===== src/rtl/fpaddsub_round_pipe_pkg.sv =====
// Shared definitions for the FP add/sub rounding pipeline: rounding-mode encodings
// and bit positions inside the exception flag vector.
package fpaddsub_round_pipe_pkg;

  typedef enum logic [1:0] {
    RM_RNE = 2'b00,
    RM_RTZ = 2'b01,
    RM_RUP = 2'b10,
    RM_RDN = 2'b11
  } rmode_e;

  localparam int FLAG_W   = 5;
  localparam int FLAG_INX = 0;
  localparam int FLAG_INV = 1;
  localparam int FLAG_DBZ = 2;
  localparam int FLAG_UNF = 3;
  localparam int FLAG_OVF = 4;

endpackage


===== src/rtl/fpaddsub_round_decide.sv =====
// Rounding increment decision from mode, sign, LSB, round and sticky bits.
// Kept separate so the multiplier round stage can share it.
module fpaddsub_round_decide
  import fpaddsub_round_pipe_pkg::*;
(
  input  logic [1:0] rmode,
  input  logic       sgn,
  input  logic       lsb,
  input  logic       rnd,
  input  logic       sticky,
  output logic       inc
);

  always_comb begin
    inc = 1'b0;
    case (rmode_e'(rmode))
      RM_RNE:  inc = rnd & (sticky | lsb);
      RM_RTZ:  inc = 1'b0;
      RM_RUP:  inc = ~sgn & (rnd | sticky);
      RM_RDN:  inc = sgn & (rnd | sticky);
      default: inc = 1'b0;
    endcase
  end

endmodule


===== src/rtl/fpaddsub_round_pipe.sv =====
// Final FP add/sub stage: rounds the normalised mantissa, then selects the packed
// IEEE-754 result and exception flags, over a two-stage valid/ready pipeline.
module fpaddsub_round_pipe
  import fpaddsub_round_pipe_pkg::*;
#(
  parameter int EXP_W = 8,
  parameter int MAN_W = 23
) (
  input  logic                     CLK,
  input  logic                     RST,
  input  logic                     in_valid,
  output logic                     in_ready,
  input  logic [1:0]               RMode,
  input  logic                     ZeroSum,
  input  logic                     Sgn,
  input  logic                     Sa,
  input  logic                     Sb,
  input  logic                     Ctrl,
  input  logic                     NegE,
  input  logic [EXP_W:0]           NormE,
  input  logic [MAN_W-1:0]         NormM,
  input  logic                     R,
  input  logic                     S,
  input  logic                     ExcNaN,
  input  logic                     ExcInf,
  input  logic                     ExcInv,
  output logic                     out_valid,
  input  logic                     out_ready,
  output logic [EXP_W+MAN_W:0]     Z,
  output logic [FLAG_W-1:0]        Flags
);

  // Overflowed results become infinity only when the mode rounds away from zero.
  function automatic logic ovf_to_inf(input rmode_e rm, input logic sgn);
    return (rm == RM_RNE) | ((rm == RM_RUP) & ~sgn) | ((rm == RM_RDN) & sgn);
  endfunction

  function automatic logic zero_sign(input rmode_e rm, input logic sa, input logic sb,
                                     input logic ctrl);
    return (sa == (sb ^ ctrl)) ? sa : (rm == RM_RDN);
  endfunction

  logic en;
  logic inc;
  logic [MAN_W:0] sum_m;
  logic [EXP_W:0] round_e;

  assign en       = ~out_valid | out_ready;
  assign in_ready = en;

  fpaddsub_round_decide u_decide (
    .rmode  (RMode),
    .sgn    (Sgn),
    .lsb    (NormM[0]),
    .rnd    (R),
    .sticky (S),
    .inc    (inc)
  );

  // A carry out leaves the low mantissa bits at zero, so only the exponent needs it.
  assign sum_m   = {1'b0, NormM} + {{MAN_W{1'b0}}, inc};
  assign round_e = NormE + {{EXP_W{1'b0}}, sum_m[MAN_W]};

  // ---- stage 1: rounded mantissa/exponent and transaction context ----
  logic             vld_p1;
  rmode_e           rmode_p1;
  logic             zero_p1, sgn_p1, sa_p1, sb_p1, ctrl_p1, nege_p1;
  logic             nan_p1, inf_p1, inv_p1, inx_p1;
  logic [MAN_W-1:0] man_p1;
  logic [EXP_W:0]   exp_p1;

  always_ff @(posedge CLK) begin
    if (RST)     vld_p1 <= 1'b0;
    else if (en) vld_p1 <= in_valid;
  end

  always_ff @(posedge CLK) begin
    if (en) begin
      rmode_p1 <= rmode_e'(RMode);
      zero_p1  <= ZeroSum;
      sgn_p1   <= Sgn;
      sa_p1    <= Sa;
      sb_p1    <= Sb;
      ctrl_p1  <= Ctrl;
      nege_p1  <= NegE;
      nan_p1   <= ExcNaN;
      inf_p1   <= ExcInf;
      inv_p1   <= ExcInv;
      inx_p1   <= R | S;
      man_p1   <= sum_m[MAN_W-1:0];
      exp_p1   <= round_e;
    end
  end

  // ---- stage 2: result select and flags ----
  logic [EXP_W+MAN_W:0] z_c;
  logic [FLAG_W-1:0]    flags_c;
  logic                 ovf;

  assign ovf = exp_p1[EXP_W] | (&exp_p1[EXP_W-1:0]);

  always_comb begin
    z_c     = {sgn_p1, exp_p1[EXP_W-1:0], man_p1};
    flags_c = '0;
    flags_c[FLAG_INX] = inx_p1;
    if (nan_p1) begin
      z_c     = {1'b0, {EXP_W{1'b1}}, 1'b1, {(MAN_W-1){1'b0}}};
      flags_c = '0;
      flags_c[FLAG_INV] = inv_p1;
    end else if (inf_p1) begin
      z_c     = {sgn_p1, {EXP_W{1'b1}}, {MAN_W{1'b0}}};
      flags_c = '0;
      flags_c[FLAG_INV] = inv_p1;
    end else if (zero_p1) begin
      z_c     = {zero_sign(rmode_p1, sa_p1, sb_p1, ctrl_p1), {(EXP_W+MAN_W){1'b0}}};
      flags_c = '0;
    end else if (nege_p1) begin
      z_c     = {sgn_p1, {(EXP_W+MAN_W){1'b0}}};
      flags_c = '0;
      flags_c[FLAG_UNF] = 1'b1;
      flags_c[FLAG_INX] = 1'b1;
    end else if (ovf) begin
      if (ovf_to_inf(rmode_p1, sgn_p1))
        z_c = {sgn_p1, {EXP_W{1'b1}}, {MAN_W{1'b0}}};
      else
        z_c = {sgn_p1, {{(EXP_W-1){1'b1}}, 1'b0}, {MAN_W{1'b1}}};
      flags_c = '0;
      flags_c[FLAG_OVF] = 1'b1;
      flags_c[FLAG_INX] = 1'b1;
    end
  end

  always_ff @(posedge CLK) begin
    if (RST) begin
      out_valid <= 1'b0;
      Z         <= '0;
      Flags     <= '0;
    end else if (en) begin
      out_valid <= vld_p1;
      Z         <= z_c;
      Flags     <= flags_c;
    end
  end

endmodule


===== config.mk =====
export PLATFORM = sky130hd
export DESIGN_NAME = fpaddsub_round_pipe
export DESIGN_NICKNAME = d
export VERILOG_FILES = /design/src/rtl/fpaddsub_round_pipe_pkg.sv /design/src/rtl/fpaddsub_round_decide.sv /design/src/rtl/fpaddsub_round_pipe.sv
export SDC_FILE = /design/constraint.sdc
export NUM_CORES = 1
export LEC_CHECK = 0
export BUFFER_PORTS_ARGS = -buffer_cell sky130_fd_sc_hd__buf_4
export CAP_MARGIN = 20
export CORE_UTILIZATION = 55
export DETAILED_ROUTE_END_ITERATION = 8
export PLACE_DENSITY = 0.82
export SETUP_SLACK_MARGIN = 0.2
export SKIP_CTS_REPAIR_TIMING = 1
export SYNTH_ARGS = -nofsm -noshare
export SYNTH_HDL_FRONTEND = slang
export SYNTH_SLANG_ARGS = --single-unit

===== constraint.sdc =====
create_clock -name CLK -period 4.9 [get_ports CLK]
set_clock_uncertainty 0.1 [all_clocks]
set_input_delay 0.245 -clock CLK [delete_from_list [all_inputs] [get_ports CLK]]
set_output_delay 0.245 -clock CLK [all_outputs]
set_load 0.005 [all_outputs]

==> run_results.csv <==
group,metric,value,unit
run_status,status,"finished with violations",
run_status,violations,"DRC",
global_routing,antenna_found_initial,0,
global_routing,grt_pass1_vias,2645,
worst_setup_path,critPathMaxFanout,8,
global_routing,grt_pass1_wl,12400,um
floorplanning,rows,29,
floorplanning,die_h,83.9,um
worst_setup_path,cp_common_cell,"ha_1",
cts,clock_sinks,82,
worst_setup_path,cp_num_buf_inv,3,
timing,fin_crit,3580,ps
power,power.density,295,nW/um^2
hold_path,hold_class,"input pin to flop",
cells_and_area,final_cell_mix,"buf_4, edfxtp_1, dfxtp_1",
cells_and_area,area_delta_synth_final,26.6,%
worst_setup_path,endpoint_kind,"flop",
worst_setup_path,path_cells,"dlygate4sd3_1, buf_4, inv_1, a21oi_1, a31oi_1, o221a_2, ha_1, nand2_1, nor3_2, nand3_1, nor4_1, ha_1, ha_1, and3_1, nand3_1, xnor2_1",
worst_setup_path,max_stage_delay,550,ps
floorplanning,core,6420,um^2
yosys,syn_nets,372,
yosys,synth_edf_count,44,
drt,dr.pass1.iters,7,
yosys,seq_area_frac_synth,0.564,
cells_and_area,layout_commonest_cell,"buf_4",
drt,vias,2790,
yosys,syn_inst,319,
place,hpwlAfterDp,5190,um
drt,avgRoutedWirePerCell,15.4,um
power,power_switching,350,uW
cells_and_area,drive_gt1_frac,0.325,
cells_and_area,nets,467,
yosys,syn_area,3690,um^2
worst_setup_path,regToRegSetupSlack,2650,ps
worst_setup_path,arrival,3590,ps
drt,drt_wl_total,7660,um
place,place_inst,468,
drt,antenna_left,0,
place,port_buffers,86,
floorplanning,die_w,83.9,um
yosys,yosysUniqueCellTypes,44,
worst_setup_path,critPathLaunchType,"input pin",
timing,max_freq,279,MHz
power,p_seq_frac,0.569,
yosys,yosys_most_used_dff,"edfxtp_1",
power,p_sw_frac,0.254,
power,leakagePower,0.00177,uW
timing,slew_headroom,0.467,
power,power_frac_comb,0.115,
cells_and_area,fin_util,0.727,
run,cap_violations,0,
floorplanning,die_area,7040,um^2
global_routing,grt_start_max_net_pins,57,
timing,min_period_over_period,0.730,
drt,drt-initial-drc-count,167,
cells_and_area,multiInputGateArea,1500,um^2
drt,vias_per_cell,5.63,
floorplanning,start_util,0.575,
global_routing,grt_usage,0.228,
cells_and_area,fin_cells,496,
timing,finalHoldViolCount,0,
power,pwr-share-clk,0.316,
yosys,synthArstFlopShare,0,
cts,cts_made_buffers,9,
worst_setup_path,crit_type,"input pin to flop",
drt,drc_errors,9,
worst_setup_path,slowest_stage,"dlygate4sd3_1",
timing,hold_ws,46.5,ps
cts,clockBufferDepth,2,
yosys,ys_ff_latch,82,
global_routing,overflow,0,
worst_setup_path,path_delay_family,"simple AND/OR/NAND/NOR gates",
cells_and_area,fillerInstances,456,
timing,fin_setup_tns,0,ps
power,p_int,1030,uW
timing,finalSetupViolations,0,
cells_and_area,diodes,0,
cts,insertion_delay,350,ps
cts,path_clk_slew,80,ps
power,ir_drop,214,uV
place,gp_congestion,0.825,
timing,drv_slew,0,
yosys,yosys_warnings,0,
floorplanning,ios,88,
cells_and_area,seqCellArea,2080,um^2
cts,root_buffer,"clkbuf_8",
cts,htreeDepth,3,
yosys,avgSynthCellArea,11.6,um^2
worst_setup_path,required,4910,ps
timing,tightest_slew,799,ps
cts,cts_tree,"done",
timing,rsz0062_at_grt,"no",
[registers in the layout, indices dropped and copies added (netlist names), 2 cells and up]
register	count
Z	32
man_p1	23
exp_p1	9
Flags	4
rmode_p1	2
[power by group through the flow]
stage / clock network, uW / registers, uW / logic [uW]
finish: 436 / 784 / 158
global route: 468 / 788 / 173
CTS: 442 / 784 / 149
detailed placement: 0 / 800 / 148
global placement: 0 / 799 / 144
floorplan: 0 / 796 / 75.4
[cell families (layout without fill, tap and decap cells)]
kind of cell,count (synthesis),in the layout,share of synthesized area
other,1,1,0.00102
adder cells (fa/ha/maj),4,4,0.0136
multiplexers,1,1,0.00271
AO/OA/AOI/OAI,88,88,0.189
AND/OR/NAND/NOR,90,90,0.128
XOR/XNOR,30,30,0.0712
buffers and inverters,23,123,0.0312
flip-flops,82,82,0.564
[worst min-delay path, delay by kind of cell]
kind / cells / cell delay (ps)
AND/OR/NAND/NOR: 1 / 50
AO/OA/AOI/OAI: 1 / 50
buffers and inverters: 1 / 110
[per-stage QoR]
| stage | instance area (um^2) | setup slack (ps) | total power (uW) |
|---|---|---|---|
| after floorplan | 3690 | 2200 | 872 |
| after global placement | 4370 | 1720 | 943 |
| after detailed placement | 4370 | 1510 | 948 |
| after CTS | 4540 | 1900 | 1380 |
| after global routing | 4670 | 1010 | 1430 |
| final | 4670 | 1320 | 1380 |
[cells in the mapped netlist (4+ instances only)]
library cell	n	area [um^2]
nor2_1	11	41.3
o211ai_1	4	30.0
ha_1	4	50.1
xnor2_1	21	184
and3_1	5	31.3
a21oi_1	34	170
clkbuf_1	7	26.3
buf_2	5	25.0
a221oi_2	20	300
nor3_1	5	25.0
nand4_1	10	62.6
nand3_1	10	50.1
o21ai_0	18	90.1
xor2_1	9	78.8
dfxtp_1	38	761
inv_1	7	26.3
edfxtp_1	44	1320
nand2_1	34	128
[final cells by class]
type,instances,area share
flip-flops and latches,82,0.446
multi-input cells,214,0.321
repair buffers,100,0.169
clock buffers,9,0.0265
well taps,77,0.0206
clock inverters,7,0.0110
inverters,7,0.00563
[per-layer routing]
| layer | track usage | vias up | wire length, um |
|---|---|---|---|
| met4 | 0.0972 | 0 | 167 |
| met5 | 0 | - | 0 |
| li1 | - | 1382 | - |
| met3 | 0.0603 | 18 | 385 |
| met1 | 0.295 | 1315 | 3450 |
| met2 | 0.361 | 75 | 3660 |
[final timing paths]
check,end,from,cells after the start
worst max-delay path,exp_p1[8]$_DFFE_PP_,RMode[0],16
worst min-delay path,vld_p1$_SDFFE_PP0P_,in_valid,3
worst max register to register,Z[6]$_SDFFE_PP0P_,exp_p1[8]$_DFFE_PP_,5
worst min register to register,vld_p1$_SDFFE_PP0P_,vld_p1$_SDFFE_PP0P_,2
Note: power is estimated with default switching activity, not from simulation.
